`config.mk`:
```
export PLATFORM = sky130hd
export DESIGN_NAME = nibble_serial_add_ctrl
export DESIGN_NICKNAME = d
export VERILOG_FILES = /design/src/rtl/nibble_serial_add_ctrl.sv
export SDC_FILE = /design/constraint.sdc
export NUM_CORES = 1
export LEC_CHECK = 0
export BUFFER_PORTS_ARGS = -buffer_cell sky130_fd_sc_hd__buf_4
export CORE_MARGIN = 3
export CORE_UTILIZATION = 52
export DETAILED_ROUTE_END_ITERATION = 8
export PLACE_DENSITY = 0.8
export SYNTH_ARGS = -nofsm -noshare
export SYNTH_HDL_FRONTEND = slang
export SYNTH_SLANG_ARGS = --single-unit
```
`constraint.sdc`:
```
create_clock -name clk -period 2.1 [get_ports clk]
set_input_delay 0.105 -clock clk [delete_from_list [all_inputs] [get_ports clk]]
set_output_delay 0.105 -clock clk [all_outputs]
set_load 0.01 [all_outputs]
```
`src/rtl/nibble_serial_add_ctrl.sv`:
```
// nibble_serial_add_ctrl: sequences an external 4-bit adder slice over WIDTH-bit operands, LS nibble first; `SUB_EN adds a sub port for x - y
module nibble_serial_add_ctrl #(
  parameter int WIDTH = 16
) (
  input  logic             clk,
  input  logic             rst_n,
  input  logic             start,
  input  logic [WIDTH-1:0] x,
  input  logic [WIDTH-1:0] y,
  input  logic             cin,
`ifdef SUB_EN
  input  logic             sub,
`endif
  output logic             busy,
  output logic             done,
  output logic [WIDTH-1:0] s,
  output logic             cout,
  output logic [3:0]       ax,
  output logic [3:0]       ay,
  output logic             acin,
  input  logic [3:0]       as,
  input  logic             acout
);
  localparam int NIBBLES = WIDTH / 4;
  localparam int IW = NIBBLES > 1 ? $clog2(NIBBLES) : 1;
  localparam logic [IW-1:0] LAST = IW'(NIBBLES - 1);
  localparam logic [1:0] IDLE = 2'd0, RUN = 2'd1, DONE = 2'd2;
  logic [1:0] state;
  logic [IW-1:0] idx;
  logic [WIDTH-1:0] xr, yr;
  logic carry;
  logic [WIDTH-1:0] y_in;
  logic c_in;
`ifdef SUB_EN
  // subtraction is x + ~y + 1; cout high means no borrow
  assign y_in = sub ? ~y : y;
  assign c_in = sub | cin;
`else
  assign y_in = y;
  assign c_in = cin;
`endif
  always_comb begin
    busy = state != IDLE;
    done = state == DONE;
    ax   = state == RUN ? xr[4*idx +: 4] : 4'd0;
    ay   = state == RUN ? yr[4*idx +: 4] : 4'd0;
    acin = state == RUN ? carry : 1'b0;
  end
  always_ff @(posedge clk or negedge rst_n) begin
    if (!rst_n) begin
      state <= IDLE;
      idx   <= '0;
      xr    <= '0;
      yr    <= '0;
      carry <= 1'b0;
      s     <= '0;
      cout  <= 1'b0;
    end else if (state == IDLE) begin
      if (start) begin
        xr    <= x;
        yr    <= y_in;
        carry <= c_in;
        idx   <= '0;
        state <= RUN;
      end
    end else if (state == RUN) begin
      s[4*idx +: 4] <= as;
      carry <= acout;
      idx   <= idx + 1'b1;
      if (idx == LAST) begin
        cout  <= acout;
        state <= DONE;
      end
    end else begin
      state <= IDLE;
    end
  end
endmodule

```
**After elaboration in Yosys (flattened, before gate mapping)**

Cells that the tools add are included.

- Flip-flop bits (word level): 54
- Logic and storage cells: 41
- Input bits: 41

- Shifts and indexed selects: 4
- Reductions and logical operators: 8
- Muxes and demuxes: 14
- Bitwise logic cells: 1
- Add/subtract/negate cells: 2
- Eq/ne operators: 5

Operators by type and width:

| operator | count |
|---|---|
| $neg A4 Y34 | 1 |
| $shift A4 B34 Y16 const A | 1 |
| $shiftx A4 B34 Y16 | 1 |
| $shiftx A16 B5 Y4 | 2 |
| $bwmux W16 | 1 |
| $mux W2 | 7 |
| $mux W4 | 2 |
| $reduce_and A2 Y1 | 4 |
| $eq A2 B2 Y1 const B | 2 |
| $mux W1 | 4 |
| $reduce_bool A2 Y1 | 2 |
| $ne A3 B1 Y1 const B | 1 |
| $reduce_and A3 Y1 | 1 |
| $add A2 B1 Y2 const B | 1 |
| $eq A2 B1 Y1 const B | 1 |
| $logic_not A2 Y1 | 1 |
| $ne A2 B2 Y1 const B | 1 |
| $not A1 Y1 | 1 |

**Depth between registers and ports, before layout**

- Depth in word-level cells: 4
- Depth in mapped cells: 7
- Depth with buffers taken out: 5

**Worst setup path before layout**

OpenSTA, ideal clock, no wires.

- Path type: reg-to-reg
- Start: reg idx[1]
- End: reg s[10]
- Cell stages (with the launch flop): 8
- Data arrival time: 1.815 ns
- Clock period less this slack: 1.881 ns
- Slack: 0.219 ns
- Data required time: 2.034 ns
- Cells stage by stage: dfrtp_1 > buf_2 > buf_4 > inv_1 > ha_1 > nand2b_1 > nor4_4 > a22o_1

- Word-level cells in the longest chain between the ends: 3
- Elaborated cells between the ends (all ways): 4
- Those cells by class: add/sub: 1; shift: 2; mux: 1

Ends and longest elaborated chain:

| what | RTL line | text |
|---|---|---|
| start, declared | 29 | `logic [IW-1:0] idx;` |
| start signal, assigned | 69 | `idx <= idx + 1'b1;` |
| $neg A4 Y34 * | 67 | `s[4*idx +: 4] <= as;` |
| $shiftx A4 B34 Y16 or $shift A4 B34 Y16 (tied branches) | 67 |  |
| $bwmux W16 * | 67 |  |
| end signal, assigned by index | 67 |  |
| end, declared | 16 | `output logic [WIDTH-1:0] s,` |

Every way passes the cells marked *; elsewhere a longest branch is shown, timed or not.
A chain may end at the register's enable or synchronous reset.

**Worst setup path in the final report**

- Start: reg state[0]
- End: out ay[2]

- Word-level cells in the longest chain between the ends: 2

Ends and longest elaborated chain:

| what | RTL line | text |
|---|---|---|
| start, declared | 28 | `logic [1:0] state;` |
| start signal, assigned | 51 | `state <= IDLE;` |
| start signal, assigned | 64 | `state <= RUN;` |
| start signal, assigned | 72 | `state <= DONE;` |
| $eq A2 B1 Y1 | 46 | `ay = state == RUN ? yr[4*idx +: 4] : 4'd0;` |
| $mux W4 | 46 |  |
| end, declared | 19 | `output logic [3:0] ay,` |

Every way passes these cells.

==> run_results.csv <==
group,metric,value,unit
drt,drc,0,
grt,antenna_found_initial,0,
grt,grt_max_degree,55,
job,maxCapViolCount,0,
grt,overflow,0,
final_layout,stdcell_count,310,
placement,dp_hpwl,3660,microns
sta,skew,0.00713,ns
drt,vias_per_cell,5.52,
sta,fin_crit,1.83,ns
logic_synthesis,yosys_warnings,0,
final_layout,n_fill_cell,351,
logic_synthesis,yosysTopAreaCell,"dfrtp_1",
worst_hold_path,hold_path_startpoint,"x[15]",
grt,grt_usage,0.189,
grt,first_global_vias,1718,
final_layout,final_cell_mix,"buf_4, dfrtp_1, mux2_2",
logic_synthesis,yosys.area.top_type_share,0.547,
pwr,fin_total_pwr,4.83,mW
sta,finalSetupViolations,0,
sta,rsz0062_at_grt,"false",
grt,grt_pass1_wl,7870,microns
sta,drv_slew,0,
pwr,intPower,3.11,mW
clock_network,numCtsBuffers,5,
final_layout,finish.net_count,304,
logic_synthesis,ys.flop_type,"dfrtp_1",
critical_path,cp-end-kind,"primary output",
placement,placed_cells,301,
final_layout,antenna_cells_inserted,0,
drt,wl_per_cell,16.0,microns
drt,drtIter0Drc,95,
die,die_x,74.9,microns
die,ios,69,
critical_path,crit_required,2.00,ns
clock_network,clock_sinks,54,
logic_synthesis,postSynthCellCount,184,
die,die_area,0.00561,sq mm
sta,max_slew_margin,0.567,
sta,period_share,0.873,
pwr,combPwrFrac,0.476,
die,start_util,0.552,
pwr,power_switching,1.72,mW
pwr,p_leak,1.46,nW
sta,setup_tns,0,ns
clock_network,htree_levels,2,
sta,fmax,0.545,GHz
final_layout,areaGrowthSynthToFinish,27.3,%
die,core_area,0.00447,sq mm
pwr,switching_share,0.356,
clock_network,clk_path_buf_depth,2,
critical_path,startpoint,"state[0]$_DFFE_PN0P_",
logic_synthesis,synth-seq-area-share,0.547,
placement,place_congestion,0.815,
pwr,power_density,1540,mW/mm^2
critical_path,slowest_delay,0.51,ns
logic_synthesis,synth-edff-count,0,
critical_path,arrival,1.73,ns
critical_path,crit_slowest_cell,"dfrtp_1",
pwr,p_clk_frac,0.141,
placement,io_buffers,68,
logic_synthesis,synth_fp_nets,231,
clock_network,clockRootBuffer,"clkbuf_8",
logic_synthesis,postSynthAreaPerCell,13.4,sq um
logic_synthesis,ys_top_cells_by_area,"dfrtp_1, mux2_2, mux2i_1, ha_1, a22o_1",
final_layout,drive_gt1_frac,0.465,
logic_synthesis,syn-cell-area,0.00247,sq mm
drt,route.antenna.remaining_nets,0,
final_layout,layout_commonest_cell,"buf_4",
logic_synthesis,postSynthRegisterBits,54,
pwr,seqPwrFrac,0.383,
critical_path,cp_max_fo,13,
critical_path,r2r_start,"idx[1]$_DFFE_PN0P_",
die,row_count,24,
sta,tightestPinTransition,0.650,ns
critical_path,critPathKind,"reg -> out",
pwr,vdd_drop_max,0.000784,V
clock_network,insertion_delay,0.31,ns
critical_path,cp-start-kind,"register",
drt,vias,1711,
die,die_h,74.9,microns
final_layout,final_cell_area,0.00314,sq mm
drt,dr.pass1.iters,5,
sta,hold_violations,0,
clock_network,clk_pin_slew,0.09,ns
logic_synthesis,synthDistinctLibCells,29,
outcome,status,"completed",
critical_path,crit_chain,"and2b_2 -> nand2_2 -> o22ai_1 -> buf_4",
worst_hold_path,hp-class,"in -> reg",
logic_synthesis,async_flop_share,1.00,
drt,wirelength,4950,microns
placement,place_area,0.00302,sq mm
clock_network,tritoncts,"yes",
-- logic make-up after synthesis --
group,Yosys count,share of synthesized area
AO/OA/AOI/OAI,30,0.0857
adder cells (fa/ha/maj),6,0.0304
buffers and inverters,10,0.0248
flip-flops,54,0.547
multiplexers,49,0.215
AND/OR/NAND/NOR,35,0.0963
-- per-layer routing --
layer | GRT usage | share of wire | vias to the layer above
li1 | - | - | 814
met1 | 0.234 | 0.43 | 840
met2 | 0.309 | 0.49 | 50
met3 | 0.0708 | 0.067 | 7
met4 | 0.0613 | 0.013 | 0
met5 | 0 | 0 | -
-- area by class of cell --
type                            count  area [sq um]  share of cell area
Clock inverter                      2          37.5              0.0119
Tap cell                           52          65.1              0.0207
Clock buffer                        6          72.6              0.0231
Multi-Input combinational cell    120          1060               0.337
Sequential cell                    54          1350               0.430
Inverter                            4          15.0             0.00478
Timing Repair Buffer               72           543               0.173
-- worst paths after layout --
check                                     end  slack [ns]  cells after the start
setup / recovery                        ay[2]        0.27                      4
hold / removal             xr[15]$_DFFE_PN0P_        0.02                      2
setup reg to reg            s[10]$_DFFE_PN0P_        0.45                      5
hold reg to reg             s[13]$_DFFE_PN0P_        0.50                      2
max in group asynchronous   xr[9]$_DFFE_PN0P_        1.30                      2
min in group asynchronous    s[8]$_DFFE_PN0P_        0.38                      2
-- cells in the mapped netlist (2+ instances only) --
cell type	n
buf_4	4
nand2b_1	2
nand2_1	14
mux2i_1	16
and2_1	2
nand3_1	4
dfrtp_1	54
o21ai_0	5
mux2_2	33
nand3b_1	3
ha_1	6
o22ai_1	11
a22o_1	8
inv_1	4
o2bb2ai_1	4
-- repair_timing --
action | in CTS | in global routing
setup buffers | 0 | 0
resized for setup | 0 | 1
hold buffers | 1 | 0
hold endpoints to repair | 54 | 0
endpoints found under the setup margin | 0 | 4
-- power groups by stage --
| stage | sequential, mW | combinational (mW) | clock (mW) |
|---|---|---|---|
| global placement | 1.84 | 2.27 | 0 |
| global route | 1.91 | 2.52 | 0.749 |
| floorplan | 1.88 | 1.49 | 0 |
| finish | 1.85 | 2.30 | 0.682 |
| CTS | 1.85 | 2.33 | 0.706 |
| detailed placement | 1.87 | 2.32 | 0 |
-- state kept, by name, indices dropped and copies added, names as in the netlist --
name / cells
idx: 2
cout: 1
yr: 16
carry: 1
s: 16
state: 2
xr: 16
-- per-stage QoR --
step           hold WS, ns   util  setup WS (ns)
6_report            0.0210  0.702          0.266
5_1_grt            0.00332  0.702          0.142
4_1_cts            0.00975  0.702         0.0961
3_5_place_dp         0.181  0.675          0.439
3_3_place_gp         0.180  0.675          0.498
2_1_floorplan       -0.191      -          0.219
-- worst max-delay path, delay by kind of cell (launching register included) --
family,cells,cell delay (ns)
AND/OR/NAND/NOR,2,0.55
flip-flops,1,0.51
AO/OA/AOI/OAI,1,0.21
buffers and inverters,1,0.15
No activity file was read; power rests on OpenSTA's default activity.
